<file path="config.mk">
export PLATFORM = sky130hd
export DESIGN_NAME = adbg_apb4_biu
export DESIGN_NICKNAME = d
export VERILOG_FILES = /design/src/rtl/adbg_apb4_biu.sv
export SDC_FILE = /design/constraint.sdc
export NUM_CORES = 1
export LEC_CHECK = 0
export ABC_AREA = 1
export BUFFER_PORTS_ARGS = -buffer_cell sky130_fd_sc_hd__buf_2
export CORE_MARGIN = 2
export CORE_UTILIZATION = 43
export DETAILED_ROUTE_END_ITERATION = 8
export HOLD_SLACK_MARGIN = 0.02
export MAX_ROUTING_LAYER = met4
export PLACE_DENSITY = 0.73
export SLEW_MARGIN = 20
export SYNTH_ARGS = -nofsm -noshare
export SYNTH_HDL_FRONTEND = slang
export SYNTH_SLANG_ARGS = --single-unit
</file>
<file path="constraint.sdc">
create_clock -name biu_clk -period 1.5 [get_ports biu_clk]
set_input_delay 0.3 -clock biu_clk [delete_from_list [all_inputs] [get_ports biu_clk]]
set_output_delay 0.3 -clock biu_clk [all_outputs]
set_load 0.02 [all_outputs]
</file>
<file path="src/rtl/adbg_apb4_biu.sv">
// -----------------------------------------------------------------------------
// adbg_apb4_biu
//
// Purpose:
//   Bridges the debug bus core's BIU request interface onto an APB4 master port.
//   Every accepted request produces exactly one APB4 transfer (SETUP + ACCESS).
//   Requests with an illegal size or alignment complete at once with an error
//   and issue no APB cycle. Write data is replicated across byte lanes. Read
//   data is shifted down and masked so that the core always sees it
//   right-justified.
//
// Handshake (biu side):
//   The core raises biu_strb and holds it until it sees biu_rdy. biu_rdy is a
//   single-cycle pulse, and biu_err is meaningful only while biu_rdy is high.
//   After the pulse the block waits for biu_strb to fall before it accepts
//   another request, so a level that stays high never starts a second transfer.
//
// Optional feature (macro ADBG_APB4_BIU_TIMEOUT_EN):
//   When the macro is defined, an 8-bit watchdog aborts an ACCESS phase that
//   has not seen PREADY within TIMEOUT_CYCLES cycles, and reports biu_err.
//   When it is undefined, ACCESS waits for PREADY indefinitely.
//
// Ports:
//   biu_clk, biu_rst        clock (also PCLK), synchronous active-high reset
//   biu_strb, biu_rw        request level, 1 = write
//   biu_addr, biu_di        byte address, right-justified write data
//   biu_word_size           access size in bytes (1, 2 or 4 are legal)
//   biu_do, biu_rdy, biu_err  read data, completion pulse, error flag
//   PSEL..PPROT             APB4 master outputs
//   PRDATA, PREADY, PSLVERR APB4 slave responses
//   dbg_state               current FSM state (IDLE=0, SETUP=1, ACCESS=2, DONE=3)
// -----------------------------------------------------------------------------
module adbg_apb4_biu #(
  parameter int ADDR_WIDTH     = 32,
  parameter int DATA_WIDTH     = 32,
  parameter int TIMEOUT_CYCLES = 255
) (
  input  logic                  biu_clk,
  input  logic                  biu_rst,
  input  logic                  biu_strb,
  input  logic                  biu_rw,
  input  logic [ADDR_WIDTH-1:0] biu_addr,
  input  logic [DATA_WIDTH-1:0] biu_di,
  input  logic [3:0]            biu_word_size,
  output logic [DATA_WIDTH-1:0] biu_do,
  output logic                  biu_rdy,
  output logic                  biu_err,
  output logic                  PSEL,
  output logic                  PENABLE,
  output logic [ADDR_WIDTH-1:0] PADDR,
  output logic                  PWRITE,
  output logic [DATA_WIDTH-1:0] PWDATA,
  output logic [3:0]            PSTRB,
  output logic [2:0]            PPROT,
  input  logic [DATA_WIDTH-1:0] PRDATA,
  input  logic                  PREADY,
  input  logic                  PSLVERR,
  output logic [1:0]            dbg_state
);

  typedef enum logic [1:0] {
    IDLE   = 2'd0,
    SETUP  = 2'd1,
    ACCESS = 2'd2,
    DONE   = 2'd3
  } state_t;

  state_t state, state_next;

  // Only 32-bit data is supported, and the watchdog limit must fit the 8-bit
  // counter.
  if (DATA_WIDTH != 32 || TIMEOUT_CYCLES < 1 || TIMEOUT_CYCLES > 256) begin : g_param_check
    $error("adbg_apb4_biu: unsupported DATA_WIDTH or TIMEOUT_CYCLES");
  end

  // Captured request attributes that the read-return alignment needs later.
  logic [1:0] addr_lo_q;
  logic [3:0] size_q;

  // Request decode, evaluated against the live biu_* inputs while in IDLE.
  logic                  req_legal;
  logic [3:0]            lane_strb;
  logic [DATA_WIDTH-1:0] lane_wdata;

  always_comb begin
    req_legal  = 1'b0;
    lane_strb  = 4'b0000;
    lane_wdata = '0;
    case (biu_word_size)
      4'd1: begin
        req_legal  = 1'b1;
        lane_strb  = 4'b0001 << biu_addr[1:0];
        lane_wdata = {4{biu_di[7:0]}};
      end
      4'd2: begin
        req_legal  = ~biu_addr[0];
        lane_strb  = 4'b0011 << biu_addr[1:0];
        lane_wdata = {2{biu_di[15:0]}};
      end
      4'd4: begin
        req_legal  = (biu_addr[1:0] == 2'b00);
        lane_strb  = 4'b1111;
        lane_wdata = biu_di;
      end
      default: begin
        req_legal  = 1'b0;
      end
    endcase
  end

  // Read-return path: move the addressed lane down to bit 0, then clear the
  // bytes that lie outside the access size.
  logic [DATA_WIDTH-1:0] rdata_shift;
  logic [DATA_WIDTH-1:0] rdata_aligned;

  assign rdata_shift = PRDATA >> {addr_lo_q, 3'b000};

  always_comb begin
    rdata_aligned = rdata_shift;
    case (size_q)
      4'd1:    rdata_aligned = {{(DATA_WIDTH-8){1'b0}}, rdata_shift[7:0]};
      4'd2:    rdata_aligned = {{(DATA_WIDTH-16){1'b0}}, rdata_shift[15:0]};
      default: rdata_aligned = rdata_shift;
    endcase
  end

  // Watchdog: timeout_hit flags the last ACCESS cycle before an abort. A
  // PREADY in that same cycle takes priority, because both the FSM and the
  // output register test PREADY first.
  logic timeout_hit;

`ifdef ADBG_APB4_BIU_TIMEOUT_EN
  logic [7:0] to_cnt;

  always_ff @(posedge biu_clk) begin
    if (biu_rst) begin
      to_cnt <= 8'd0;
    end else if (state == SETUP) begin
      to_cnt <= 8'd0;
    end else if (state == ACCESS && !PREADY) begin
      to_cnt <= to_cnt + 8'd1;
    end
  end

  assign timeout_hit = (state == ACCESS) && !PREADY &&
                       (to_cnt == 8'(TIMEOUT_CYCLES - 1));
`else
  assign timeout_hit = 1'b0;
`endif

  // Next-state logic.
  always_comb begin
    state_next = state;
    case (state)
      IDLE: begin
        if (biu_strb) state_next = req_legal ? SETUP : DONE;
      end
      SETUP: begin
        state_next = ACCESS;
      end
      ACCESS: begin
        if (PREADY || timeout_hit) state_next = DONE;
      end
      DONE: begin
        if (!biu_strb) state_next = IDLE;
      end
      default: begin
        state_next = IDLE;
      end
    endcase
  end

  // State and registered outputs. biu_rdy and biu_err default low every
  // cycle, so each of them is a one-cycle pulse.
  always_ff @(posedge biu_clk) begin
    if (biu_rst) begin
      state     <= IDLE;
      PSEL      <= 1'b0;
      PENABLE   <= 1'b0;
      PADDR     <= '0;
      PWRITE    <= 1'b0;
      PWDATA    <= '0;
      PSTRB     <= 4'b0000;
      biu_do    <= '0;
      biu_rdy   <= 1'b0;
      biu_err   <= 1'b0;
      addr_lo_q <= 2'b00;
      size_q    <= 4'd0;
    end else begin
      state   <= state_next;
      biu_rdy <= 1'b0;
      biu_err <= 1'b0;
      case (state)
        IDLE: begin
          if (biu_strb) begin
            if (req_legal) begin
              PSEL      <= 1'b1;
              PENABLE   <= 1'b0;
              PADDR     <= {biu_addr[ADDR_WIDTH-1:2], 2'b00};
              PWRITE    <= biu_rw;
              PSTRB     <= biu_rw ? lane_strb : 4'b0000;
              PWDATA    <= lane_wdata;
              addr_lo_q <= biu_addr[1:0];
              size_q    <= biu_word_size;
            end else begin
              biu_rdy <= 1'b1;
              biu_err <= 1'b1;
            end
          end
        end
        SETUP: begin
          PENABLE <= 1'b1;
        end
        ACCESS: begin
          if (PREADY) begin
            PSEL    <= 1'b0;
            PENABLE <= 1'b0;
            biu_rdy <= 1'b1;
            biu_err <= PSLVERR;
            // biu_do changes only when a read completes without an error.
            if (!PWRITE && !PSLVERR) biu_do <= rdata_aligned;
          end else if (timeout_hit) begin
            PSEL    <= 1'b0;
            PENABLE <= 1'b0;
            biu_rdy <= 1'b1;
            biu_err <= 1'b1;
          end
        end
        default: begin
        end
      endcase
    end
  end

  assign PPROT     = 3'b001;
  assign dbg_state = state;

endmodule

</file>
==> metrics.txt, run 1 <==
# TYPE chip_impl_metric gauge
chip_impl_metric{name="clk_transition_reported_paths",unit="ns"} 0.07
chip_impl_metric{name="power.internal",unit="mW"} 5.25
chip_impl_metric{name="share_clk_of_total_power",unit=""} 0.315
chip_impl_metric{name="gr-total-overflow",unit=""} 0
chip_impl_info{name="timing.critical_path.max_delay_family",value="compound AO/OA/AOI/OAI gates"} 1
chip_impl_info{name="final_common_cell",value="buf_2"} 1
chip_impl_metric{name="core",unit="µm²"} 11400
chip_impl_metric{name="ctsHoldBuffers",unit=""} 0
chip_impl_metric{name="drc",unit=""} 0
chip_impl_info{name="violations",value="negative setup slack"} 1
chip_impl_metric{name="avgRoutedWirePerCell",unit="µm"} 13.7
chip_impl_metric{name="worst-endpoint-arrival",unit="ns"} 1.74
chip_impl_metric{name="synthesis.area_per_instance",unit="µm²"} 6.95
chip_impl_info{name="tritoncts",value="yes"} 1
chip_impl_metric{name="timing.clock.skew",unit="ns"} 0.00660
chip_impl_metric{name="layout.core_utilization",unit=""} 0.596
chip_impl_metric{name="ys_ff_latch",unit=""} 111
chip_impl_metric{name="globalplace.congestion",unit=""} 0.956
chip_impl_info{name="setup.worst_path.start_class",value="flip-flop"} 1
chip_impl_metric{name="placement_rows",unit=""} 39
chip_impl_metric{name="placed_cells_incl_taps",unit=""} 1075
chip_impl_metric{name="p_per_area",unit="nW/µm²"} 1130
chip_impl_metric{name="power.share.sequential",unit=""} 0.428
chip_impl_metric{name="critPathMaxStageDelay",unit="ns"} 0.35
chip_impl_metric{name="first_global_vias",unit=""} 5029
chip_impl_metric{name="detail_route.wirelength",unit="µm"} 14900
chip_impl_metric{name="area_growth_syn_to_layout",unit="%"} 35.0
chip_impl_metric{name="postRouteAntennaNets",unit=""} 0
chip_impl_metric{name="comb_power_share",unit=""} 0.257
chip_impl_metric{name="clock_path_buffers",unit=""} 2
chip_impl_metric{name="dieHeight",unit="µm"} 112
chip_impl_metric{name="grt_max_degree",unit=""} 60
chip_impl_metric{name="globalRouteTotalUtil",unit=""} 0.239
chip_impl_metric{name="irDropWorstVdd",unit="µV"} 862
chip_impl_metric{name="detail_route.iter0.violations",unit=""} 435
chip_impl_info{name="ys.flop_type",value="dfxtp_1"} 1
chip_impl_metric{name="detailedRoute.firstPassIterationCount",unit=""} 5
chip_impl_metric{name="clk_latency_worst_skew_pair",unit="ns"} 0.35
chip_impl_metric{name="worst_ep_required_time",unit="ns"} 1.74
chip_impl_info{name="cpMaxStageDelayCell",value="dfxtp_4"} 1
chip_impl_metric{name="cts.htree.levels",unit=""} 3
chip_impl_metric{name="leakagePower",unit="nW"} 3.44
chip_impl_metric{name="synth_area",unit="µm²"} 5040
chip_impl_metric{name="p_total",unit="mW"} 7.72
chip_impl_metric{name="die_w",unit="µm"} 112
chip_impl_metric{name="port_buffers",unit=""} 210
chip_impl_info{name="outcome",value="finished with violations"} 1
chip_impl_metric{name="number_of_antenna_cells_inserted",unit=""} 0
chip_impl_metric{name="setup_slack",unit="ns"} -0.00515
chip_impl_metric{name="ys_seq_area_frac",unit=""} 0.441
chip_impl_metric{name="starting_density_of_the_core",unit=""} 0.441
chip_impl_metric{name="yosysUniqueCellTypes",unit=""} 31
chip_impl_metric{name="final-setup-viol-count",unit=""} 1
chip_impl_metric{name="final.min_clock_period",unit="ns"} 1.51
chip_impl_metric{name="layout-drive-gt1-share",unit=""} 0.313
chip_impl_metric{name="cts.sink_count",unit=""} 111
chip_impl_metric{name="crit_buf_inv",unit=""} 3
chip_impl_metric{name="switching_share",unit=""} 0.319
chip_impl_metric{name="multi_input_logic_area",unit="µm²"} 2410
chip_impl_metric{name="finalHoldViolCount",unit=""} 0
chip_impl_metric{name="max_freq",unit="MHz"} 664
chip_impl_info{name="critPathKind",value="flip-flop to flip-flop"} 1
chip_impl_metric{name="num_cts_buffers",unit=""} 9
chip_impl_metric{name="grt_first_pass_wirelength",unit="µm"} 23900
chip_impl_metric{name="synth-async-reset-ratio",unit=""} 0
chip_impl_info{name="timing.critical_path.cells",value="inv_4 > ha_4 > buf_4 > inv_1 > o22ai_1 > a21oi_2 > o21ai_0 > nor2_1"} 1
chip_impl_metric{name="drv_slew",unit=""} 0
chip_impl_metric{name="post-route-period-util",unit=""} 1.00
chip_impl_metric{name="detailed_place_hpwl",unit="µm"} 10700
chip_impl_metric{name="dieArea",unit="µm²"} 12600
chip_impl_info{name="worst_hold_path_type",value="primary input to flip-flop"} 1
chip_impl_metric{name="count_of_mapped_cells_out_of_synthesis",unit=""} 725
chip_impl_metric{name="max_cap_viol",unit=""} 0
chip_impl_metric{name="floorplan.io_pins",unit=""} 216
chip_impl_metric{name="route.vias.total",unit=""} 5460
chip_impl_info{name="layout_common_cells",value="buf_2 (210), nor2_1 (153), nand2_1 (129), dfxtp_1 (109), o21ai_0 (52)"} 1
chip_impl_metric{name="synth_edf_count",unit=""} 0
chip_impl_metric{name="instances_no_fill",unit=""} 1094
chip_impl_metric{name="p_switching",unit="mW"} 2.46
chip_impl_info{name="unrepaired_setup_endpoints_after_global_routing",value="yes"} 1
chip_impl_metric{name="fin_nets",unit=""} 1058
chip_impl_info{name="critPathCaptureType",value="flip-flop"} 1
chip_impl_metric{name="cp_max_fo",unit=""} 4
chip_impl_metric{name="final-seq-area",unit="µm²"} 2230
chip_impl_metric{name="number_of_antenna_violations_at_the_first_check_in_global_routing",unit=""} 0
chip_impl_metric{name="synthesis.yosys.warnings",unit=""} 0
chip_impl_metric{name="routed_via_count_divided_by_cell_count",unit=""} 4.99
chip_impl_info{name="cts.root.buffer_cell",value="clkbuf_16"} 1
chip_impl_metric{name="fill_cells",unit=""} 1110
[cell type report]
type                       count  share of cell area
multi-input combinational    515               0.354
sequential                   111               0.328
timing repair buffer         257               0.217
clock buffer                   9              0.0331
inverter                      52              0.0302
tap                          143              0.0263
clock inverter                 6              0.0105
timing repair inverter         1            0.000552
[flip-flops by register name, indices dropped and copies added, names as in the netlist]
signal	flops
PSTRB	4
PENABLE	1
size_q	4
biu_rdy	1
biu_do	32
dbg_state	2
PWDATA	32
PADDR	30
PSEL	1
biu_err	1
PWRITE	1
addr_lo_q	2
[stage by stage]
| step | area, µm² | hold WS [ns] | setup TNS (ns) | setup slack (ns) |
|---|---|---|---|---|
| 2_1_floorplan | 5090 | 0.418 | -0.369 | -0.0387 |
| 3_5_place_dp | 6420 | 0.426 | -9.09 | -0.186 |
| 5_1_grt | 6800 | 0.177 | -0.138 | -0.0663 |
| 3_3_place_gp | 6420 | 0.425 | -7.46 | -0.138 |
| 4_1_cts | 6770 | 0.173 | 0 | 0.0152 |
| 6_report | 6800 | 0.181 | -0.00515 | -0.00515 |
[cell families (layout without fill, tap and decap cells)]
| logic type | count (synthesis) | count (layout) | share of synthesized area |
|---|---|---|---|
| and+or+nand+nor | 337 | 338 | 0.269 |
| AOI/OAI and AO/OA | 167 | 167 | 0.180 |
| DFF | 111 | 111 | 0.441 |
| buffers and inverters | 103 | 325 | 0.0953 |
| adders and majority gates | 5 | 5 | 0.0124 |
| other | 2 | 5 | 0.00149 |
[path summary, 6_finish.rpt]
check               startpoint            to  slack [ns]  cells after the start
setup reg to reg  dbg_state[0]  dbg_state[1]      -0.005                      8
hold / removal    biu_addr[12]     PADDR[12]        0.18                      3
setup / recovery  dbg_state[0]  dbg_state[1]      -0.005                      8
hold reg to reg      size_q[3]     size_q[3]        0.44                      2
[worst reg2reg max path: stages (launching register included)]
cell and delay [ns]:
dfxtp_4 0.35, inv_4 0.07, ha_4 0.13, buf_4 0.11, inv_1 0.04, o22ai_1 0.28, a21oi_2 0.09, o21ai_0 0.24
nor2_1 0.08
[what timing repair did]
action / CTS / global route
cloned: 2 / 1
gates resized for setup: 7 / 26
setup endpoints to repair: 62 / 55
pin swaps: 0 / 1
buffers inserted: 1 / 0
[layer usage]
| layer | part of all wire | global-route usage | wire (µm) |
|---|---|---|---|
| met1 | 0.45 | 0.312 | 6690 |
| met3 | 0.060 | 0.0356 | 895 |
| met4 | 0.025 | 0.100 | 374 |
| met5 | 0 | - | 0 |
| met2 | 0.47 | 0.371 | 6990 |
[cell usage after synthesis, drive strengths merged (2+ instances only)]
library cell / n / area, µm²
o211ai: 16 / 120
inv: 50 / 188
nor2: 157 / 602
conb: 2 / 7.51
a21oi: 52 / 272
nand2: 134 / 513
nand4: 2 / 12.5
clkinv: 2 / 7.51
nand3: 41 / 210
clkbuf: 30 / 116
o21ai: 89 / 445
dfxtp: 111 / 2220
ha: 5 / 62.6
o31ai: 8 / 60.1
buf: 21 / 169
[power groups by stage]
stage	Sequential, mW	Combinational, mW	Clock [mW]
floorplan	3.63	0.905	0
global placement	3.36	1.86	0
detailed placement	3.36	1.87	0
CTS	3.30	1.91	2.48
global route	3.33	2.19	2.61
finish	3.30	1.99	2.43
No activity file was read; power rests on OpenSTA's default activity.
==> inputs of run 2 (changes only) <==
- CORE_UTILIZATION: 43 -> 48
- PLACE_DENSITY: 0.73 -> 0.77
- clock period: 1.5 -> 1.7 ns (I/O delays scaled with it)
==> run 2 against run 1 <==
The run now ends clean. Non-clock buffer count is 18 lower. Worst hold slack improved by 0.025 ns. Combinational power down 18%. Wire length down 5.4%. Critical endpoint is now dbg_state[0]. Via count shrank 2.9%. Die area decreased by 10%. Setup slack improved by 0.10 ns. First-iteration DRC count decreased by 14%. Sequential power fell by 12%. Highest routed layer unchanged.
==> metrics.txt, run 2 (synthesis gave the netlist of run 1 again) <==
# TYPE chip_impl_metric gauge
chip_impl_info{name="outcome",value="finished, final reports clean"} 1
chip_impl_metric{name="port_buffers",unit=""} 210
chip_impl_info{name="critPathCaptureType",value="flip-flop"} 1
chip_impl_info{name="layout_common_cells",value="buf_2 (210), nor2_1 (154), nand2_1 (129), dfxtp_1 (109), o21ai_0 (70)"} 1
chip_impl_info{name="final_common_cell",value="buf_2"} 1
chip_impl_info{name="cts.root.buffer_cell",value="clkbuf_8"} 1
chip_impl_metric{name="drv_slew",unit=""} 0
chip_impl_info{name="worst_hold_path_type",value="primary input to flip-flop"} 1
chip_impl_metric{name="dieHeight",unit="µm"} 106
chip_impl_metric{name="route.vias.total",unit=""} 5302
chip_impl_metric{name="globalplace.congestion",unit=""} 0.901
chip_impl_metric{name="cts.htree.levels",unit=""} 3
chip_impl_metric{name="area_growth_syn_to_layout",unit="%"} 29.0
chip_impl_metric{name="postRouteAntennaNets",unit=""} 0
chip_impl_metric{name="floorplan.io_pins",unit=""} 216
chip_impl_metric{name="layout-drive-gt1-share",unit=""} 0.290
chip_impl_metric{name="max_cap_viol",unit=""} 0
chip_impl_metric{name="finalHoldViolCount",unit=""} 0
chip_impl_metric{name="grt_max_degree",unit=""} 70
chip_impl_metric{name="final-setup-viol-count",unit=""} 0
chip_impl_metric{name="first_global_vias",unit=""} 4715
chip_impl_metric{name="detail_route.wirelength",unit="µm"} 14100
chip_impl_metric{name="p_total",unit="mW"} 6.05
chip_impl_metric{name="placement_rows",unit=""} 37
chip_impl_metric{name="grt_first_pass_wirelength",unit="µm"} 22500
chip_impl_metric{name="num_cts_buffers",unit=""} 9
chip_impl_metric{name="avgRoutedWirePerCell",unit="µm"} 13.2
chip_impl_metric{name="cts.sink_count",unit=""} 111
chip_impl_metric{name="routed_via_count_divided_by_cell_count",unit=""} 4.96
chip_impl_metric{name="globalRouteTotalUtil",unit=""} 0.250
chip_impl_metric{name="fin_nets",unit=""} 1038
chip_impl_metric{name="detail_route.iter0.violations",unit=""} 376
chip_impl_metric{name="number_of_antenna_violations_at_the_first_check_in_global_routing",unit=""} 1
chip_impl_info{name="setup.worst_path.start_class",value="flip-flop"} 1
chip_impl_metric{name="starting_density_of_the_core",unit=""} 0.490
chip_impl_metric{name="detailedRoute.firstPassIterationCount",unit=""} 6
chip_impl_metric{name="ctsHoldBuffers",unit=""} 0
chip_impl_info{name="critPathKind",value="flip-flop to flip-flop"} 1
chip_impl_metric{name="post-route-period-util",unit=""} 0.944
chip_impl_metric{name="die_w",unit="µm"} 106
chip_impl_metric{name="max_freq",unit="MHz"} 623
chip_impl_metric{name="gr-total-overflow",unit=""} 0
chip_impl_metric{name="detailed_place_hpwl",unit="µm"} 10300
chip_impl_metric{name="worst-endpoint-arrival",unit="ns"} 1.85
chip_impl_metric{name="dieArea",unit="µm²"} 11300
chip_impl_metric{name="final.min_clock_period",unit="ns"} 1.61
chip_impl_metric{name="clk_latency_worst_skew_pair",unit="ns"} 0.37
chip_impl_metric{name="detailed_place.area",unit="µm²"} 6280
chip_impl_metric{name="final_non_filler_cell_area",unit="µm²"} 6500
chip_impl_metric{name="irDropWorstVdd",unit="µV"} 751
chip_impl_metric{name="p_per_area",unit="nW/µm²"} 930
chip_impl_metric{name="clk_transition_reported_paths",unit="ns"} 0.11
chip_impl_info{name="tritoncts",value="yes"} 1
chip_impl_metric{name="clock_path_buffers",unit=""} 2
chip_impl_metric{name="drc",unit=""} 0
chip_impl_info{name="biggestRegsByFlops",value="PWDATA: 32 flops, biu_do: 32 flops, PADDR: 30 flops"} 1
chip_impl_metric{name="worst_ep_required_time",unit="ns"} 1.94
chip_impl_metric{name="cp_max_fo",unit=""} 6
chip_impl_metric{name="core",unit="µm²"} 10300
chip_impl_metric{name="timing.clock.skew",unit="ns"} 0.0110
chip_impl_metric{name="leakagePower",unit="nW"} 3.28
run 2: changes by cell type in the layout (fill, tap and decap cells not counted), moves of 9 or more:
cell	delta
o21ai_0	+18
o21ai_1	-18
clkbuf_16	-9
clkbuf_8	+10
buf_4	-20
run 2: through the flow:
step	hold slack [ns]	cells	TNS [ns]	util	setup slack, ns
after floorplan	0.418	728	0	-	0.00928
after global placement	0.428	1050	-0.0236	0.611	-0.0186
after detailed placement	0.431	1050	-0.162	0.611	-0.0437
after CTS	0.193	1065	0	0.629	0.0640
after global routing	0.201	1068	-0.0151	0.633	-0.0123
final	0.206	1068	0	0.633	0.0945
run 2: worst paths after layout:
path	cells past startpoint	startpoint	end	slack [ns]
setup reg to reg	9	dbg_state[1]	dbg_state[0]	0.09
setup / recovery	9	dbg_state[1]	dbg_state[0]	0.09
hold reg to reg	2	size_q[3]	size_q[3]	0.45
hold / removal	3	biu_addr[6]	PADDR[6]	0.21
run 2: report_power, final:
| part | total, mW | switching [mW] | internal (mW) | leakage [nW] |
|---|---|---|---|---|
| logic | 1.63 | 1.01 | 0.625 | 2.30 |
| registers | 2.91 | 0.108 | 2.80 | 0.899 |
| clock network | 1.50 | 0.922 | 0.582 | 0.0865 |
| total | 6.05 | 2.04 | 4.01 | 3.28 |
run 2: area by class of cell:
| type | instances | area [µm²] |
|---|---|---|
| Fill cell | 990 | 3770 |
| Multi-Input combinational cell | 514 | 2360 |
| Sequential cell | 111 | 2230 |
| Timing Repair Buffer | 239 | 1360 |
| Inverter | 52 | 199 |
| Tap cell | 136 | 170 |
| Clock buffer | 10 | 138 |
| Clock inverter | 5 | 43.8 |
| Antenna cell | 1 | 2.50 |
run 2: worst max-delay path, cell delays in order (launching register included):
cell	delay (ns)
dfxtp_2	0.39
inv_1	0.08
ha_1	0.19
buf_4	0.14
inv_1	0.07
o22ai_1	0.13
a21oi_1	0.26
nand2_1	0.08
o21ai_0	0.08
nor2_1	0.06
run 2: what timing repair did:
action,CTS,global route
setup buffers,0,2
gates resized for setup,0,7
endpoints found under the hold margin,0,0
endpoints found under the setup margin,0,16
run 2: routing by layer:
metal | part of all wire | global-route usage | wire, µm | vias up
li1 | - | - | - | 2733
met1 | 0.45 | 0.330 | 6340 | 2346
met2 | 0.46 | 0.389 | 6510 | 200
met3 | 0.073 | 0.0441 | 1030 | 23
met4 | 0.018 | 0.0863 | 258 | 0
met5 | 0 | - | 0 | -
==> inputs of run 3 (changes only) <==
- RECOVER_POWER: unset -> 100
==> run 3 against run 2 <==
Final cell count did not move. Final area is 2.0% lower. Worst hold slack got worse by 0.0025 ns. Highest routed layer unchanged.
==> metrics.txt, run 3 (synthesis gave the netlist of run 1 again) <==
# TYPE chip_impl_metric gauge
chip_impl_info{name="outcome",value="finished, final reports clean"} 1
chip_impl_info{name="timing.critical_path.cells",value="inv_1 > ha_1 > clkbuf_1 > inv_1 > o22ai_1 > a21oi_1 > nand2_1 > o21ai_0 > nor2_1"} 1
chip_impl_metric{name="clock_path_buffers",unit=""} 2
chip_impl_info{name="layout_common_cells",value="nor2_1 (154), nand2_1 (129), dfxtp_1 (109), buf_2 (108), clkbuf_1 (103)"} 1
chip_impl_metric{name="starting_density_of_the_core",unit=""} 0.490
chip_impl_metric{name="cp_max_fo",unit=""} 6
chip_impl_metric{name="irDropWorstVdd",unit="µV"} 710
chip_impl_metric{name="detail_route.iter0.violations",unit=""} 402
chip_impl_metric{name="num_cts_buffers",unit=""} 9
chip_impl_metric{name="placement_rows",unit=""} 37
chip_impl_info{name="setup.worst_path.start_class",value="flip-flop"} 1
chip_impl_metric{name="p_switching",unit="mW"} 2.04
chip_impl_metric{name="floorplan.io_pins",unit=""} 216
chip_impl_metric{name="multi_input_logic_area",unit="µm²"} 2360
chip_impl_metric{name="number_of_antenna_violations_at_the_first_check_in_global_routing",unit=""} 1
chip_impl_metric{name="p_per_area",unit="nW/µm²"} 940
chip_impl_info{name="biggestRegsByFlops",value="PWDATA: 32 flops, biu_do: 32 flops, PADDR: 30 flops"} 1
chip_impl_metric{name="globalRouteTotalUtil",unit=""} 0.250
chip_impl_info{name="timing.critical_path.max_delay_family",value="compound AO/OA/AOI/OAI gates"} 1
chip_impl_info{name="critPathCaptureType",value="flip-flop"} 1
chip_impl_info{name="final_common_cell",value="nor2_1"} 1
chip_impl_metric{name="die_w",unit="µm"} 106
chip_impl_metric{name="detailed_place.area",unit="µm²"} 6280
chip_impl_metric{name="detail_route.wirelength",unit="µm"} 14200
chip_impl_metric{name="grt_first_pass_wirelength",unit="µm"} 22500
chip_impl_metric{name="met2_usage",unit=""} 0.389
chip_impl_metric{name="routed_via_count_divided_by_cell_count",unit=""} 4.98
chip_impl_metric{name="finalHoldViolCount",unit=""} 0
chip_impl_metric{name="groute.layer.met1.usage",unit=""} 0.330
chip_impl_metric{name="globalplace.congestion",unit=""} 0.901
chip_impl_metric{name="grt_max_degree",unit=""} 70
chip_impl_metric{name="post-route-period-util",unit=""} 0.944
chip_impl_metric{name="fill_cells",unit=""} 1026
chip_impl_metric{name="avgRoutedWirePerCell",unit="µm"} 13.3
chip_impl_metric{name="instances_no_fill",unit=""} 1068
chip_impl_metric{name="share_clk_of_total_power",unit=""} 0.251
chip_impl_metric{name="power.internal",unit="mW"} 3.95
chip_impl_metric{name="crit_buf_inv",unit=""} 3
chip_impl_metric{name="clk_transition_reported_paths",unit="ns"} 0.11
chip_impl_info{name="global_route.peak_usage_layer",value="met2"} 1
chip_impl_metric{name="worst_ep_required_time",unit="ns"} 1.95
chip_impl_metric{name="postRouteAntennaNets",unit=""} 0
chip_impl_info{name="critPathKind",value="flip-flop to flip-flop"} 1
chip_impl_metric{name="max_freq",unit="MHz"} 623
chip_impl_metric{name="timing.clock.skew",unit="ns"} 0.0124
chip_impl_metric{name="detailedRoute.firstPassIterationCount",unit=""} 7
chip_impl_metric{name="final_non_filler_cell_area",unit="µm²"} 6370
chip_impl_metric{name="leakagePower",unit="nW"} 2.84
chip_impl_metric{name="gr-total-overflow",unit=""} 0
chip_impl_metric{name="route.vias.total",unit=""} 5317
chip_impl_metric{name="switching_share",unit=""} 0.340
chip_impl_metric{name="layout-drive-gt1-share",unit=""} 0.179
chip_impl_info{name="worst_hold_path_type",value="primary input to flip-flop"} 1
chip_impl_metric{name="placed_cells_incl_taps",unit=""} 1050
chip_impl_metric{name="cts.htree.levels",unit=""} 3
chip_impl_metric{name="drv_slew",unit=""} 0
chip_impl_metric{name="drc",unit=""} 0
chip_impl_info{name="path_common_cell",value="inv_1"} 1
chip_impl_info{name="cts.root.buffer_cell",value="clkbuf_8"} 1
chip_impl_metric{name="detailed_place_hpwl",unit="µm"} 10300
chip_impl_metric{name="fin_nets",unit=""} 1038
chip_impl_metric{name="comb_power_share",unit=""} 0.263
chip_impl_metric{name="dieArea",unit="µm²"} 11300
chip_impl_metric{name="max_cap_viol",unit=""} 0
chip_impl_metric{name="final-seq-area",unit="µm²"} 2230
chip_impl_metric{name="final-setup-viol-count",unit=""} 0
chip_impl_metric{name="port_buffers",unit=""} 210
chip_impl_info{name="cpMaxStageDelayCell",value="dfxtp_2"} 1
chip_impl_metric{name="first_global_vias",unit=""} 4715
chip_impl_metric{name="clk_latency_worst_skew_pair",unit="ns"} 0.37
chip_impl_metric{name="area_growth_syn_to_layout",unit="%"} 26.4
chip_impl_metric{name="grt_use_met3",unit=""} 0.0441
chip_impl_metric{name="cts.sink_count",unit=""} 111
chip_impl_metric{name="final.min_clock_period",unit="ns"} 1.61
chip_impl_metric{name="power.share.sequential",unit=""} 0.487
chip_impl_metric{name="critPathMaxStageDelay",unit="ns"} 0.39
chip_impl_metric{name="dieHeight",unit="µm"} 106
chip_impl_info{name="tritoncts",value="yes"} 1
chip_impl_metric{name="core",unit="µm²"} 10300
chip_impl_metric{name="worst-endpoint-arrival",unit="ns"} 1.85
## run 3: power by group through the flow
stage	Clock (mW)	Sequential, mW	Combinational, mW
final	1.50	2.91	1.57
after global routing	1.65	2.94	1.76
after detailed placement	0	2.97	1.56
after global placement	0	2.97	1.54
after CTS	1.53	2.91	1.56
after floorplan	0	3.19	0.771
## run 3: path summary, 6_finish.rpt
kind                      from      endpoint  slack (ns)  cells after the start
setup / recovery  dbg_state[1]  dbg_state[0]        0.09                      9
hold / removal     biu_addr[6]      PADDR[6]        0.20                      3
setup reg to reg  dbg_state[1]  dbg_state[0]        0.09                      9
hold reg to reg      size_q[3]     size_q[3]        0.44                      2
## run 3: timing repair
item / 4_1_cts / 5_1_grt
hold buffers: 0 / 0
setup endpoints to repair: 0 / 16
setup buffers: 0 / 2
resized for setup: 0 / 7
## run 3: per-stage QoR
stage                     hold slack (ns)  TNS (ns)  total power, mW  setup WS [ns]   util
after CTS                           0.193         0             6.01         0.0640  0.629
after detailed placement            0.431    -0.162             4.53        -0.0437  0.611
after global placement              0.428   -0.0236             4.51        -0.0186  0.611
after global routing                0.201   -0.0195             6.34        -0.0171  0.620
after floorplan                     0.418         0             3.96        0.00928      -
final                               0.203         0             5.99         0.0945  0.620
## run 3: layer usage
layer	part of all wire	vias to the layer above
met1	0.44	2341
li1	-	2738
met2	0.46	218
met4	0.015	0
met3	0.080	20
met5	0	-
## run 3: area by class of cell
type	instances	area share
multi-input cells	514	0.370
flip-flops and latches	111	0.350
repair buffers	239	0.193
inverters	52	0.0312
well taps	136	0.0267
clock buffers	10	0.0216
clock inverters	5	0.00687
diodes	1	0.000393
## run 3: worst register-to-register path: cells and delay by family, from the launching register on
kind	cells	cell delay [ns]
flops	1	0.39
fa+ha+maj	1	0.19
compound gates	3	0.47
buf+inv	3	0.29
simple gates	2	0.15
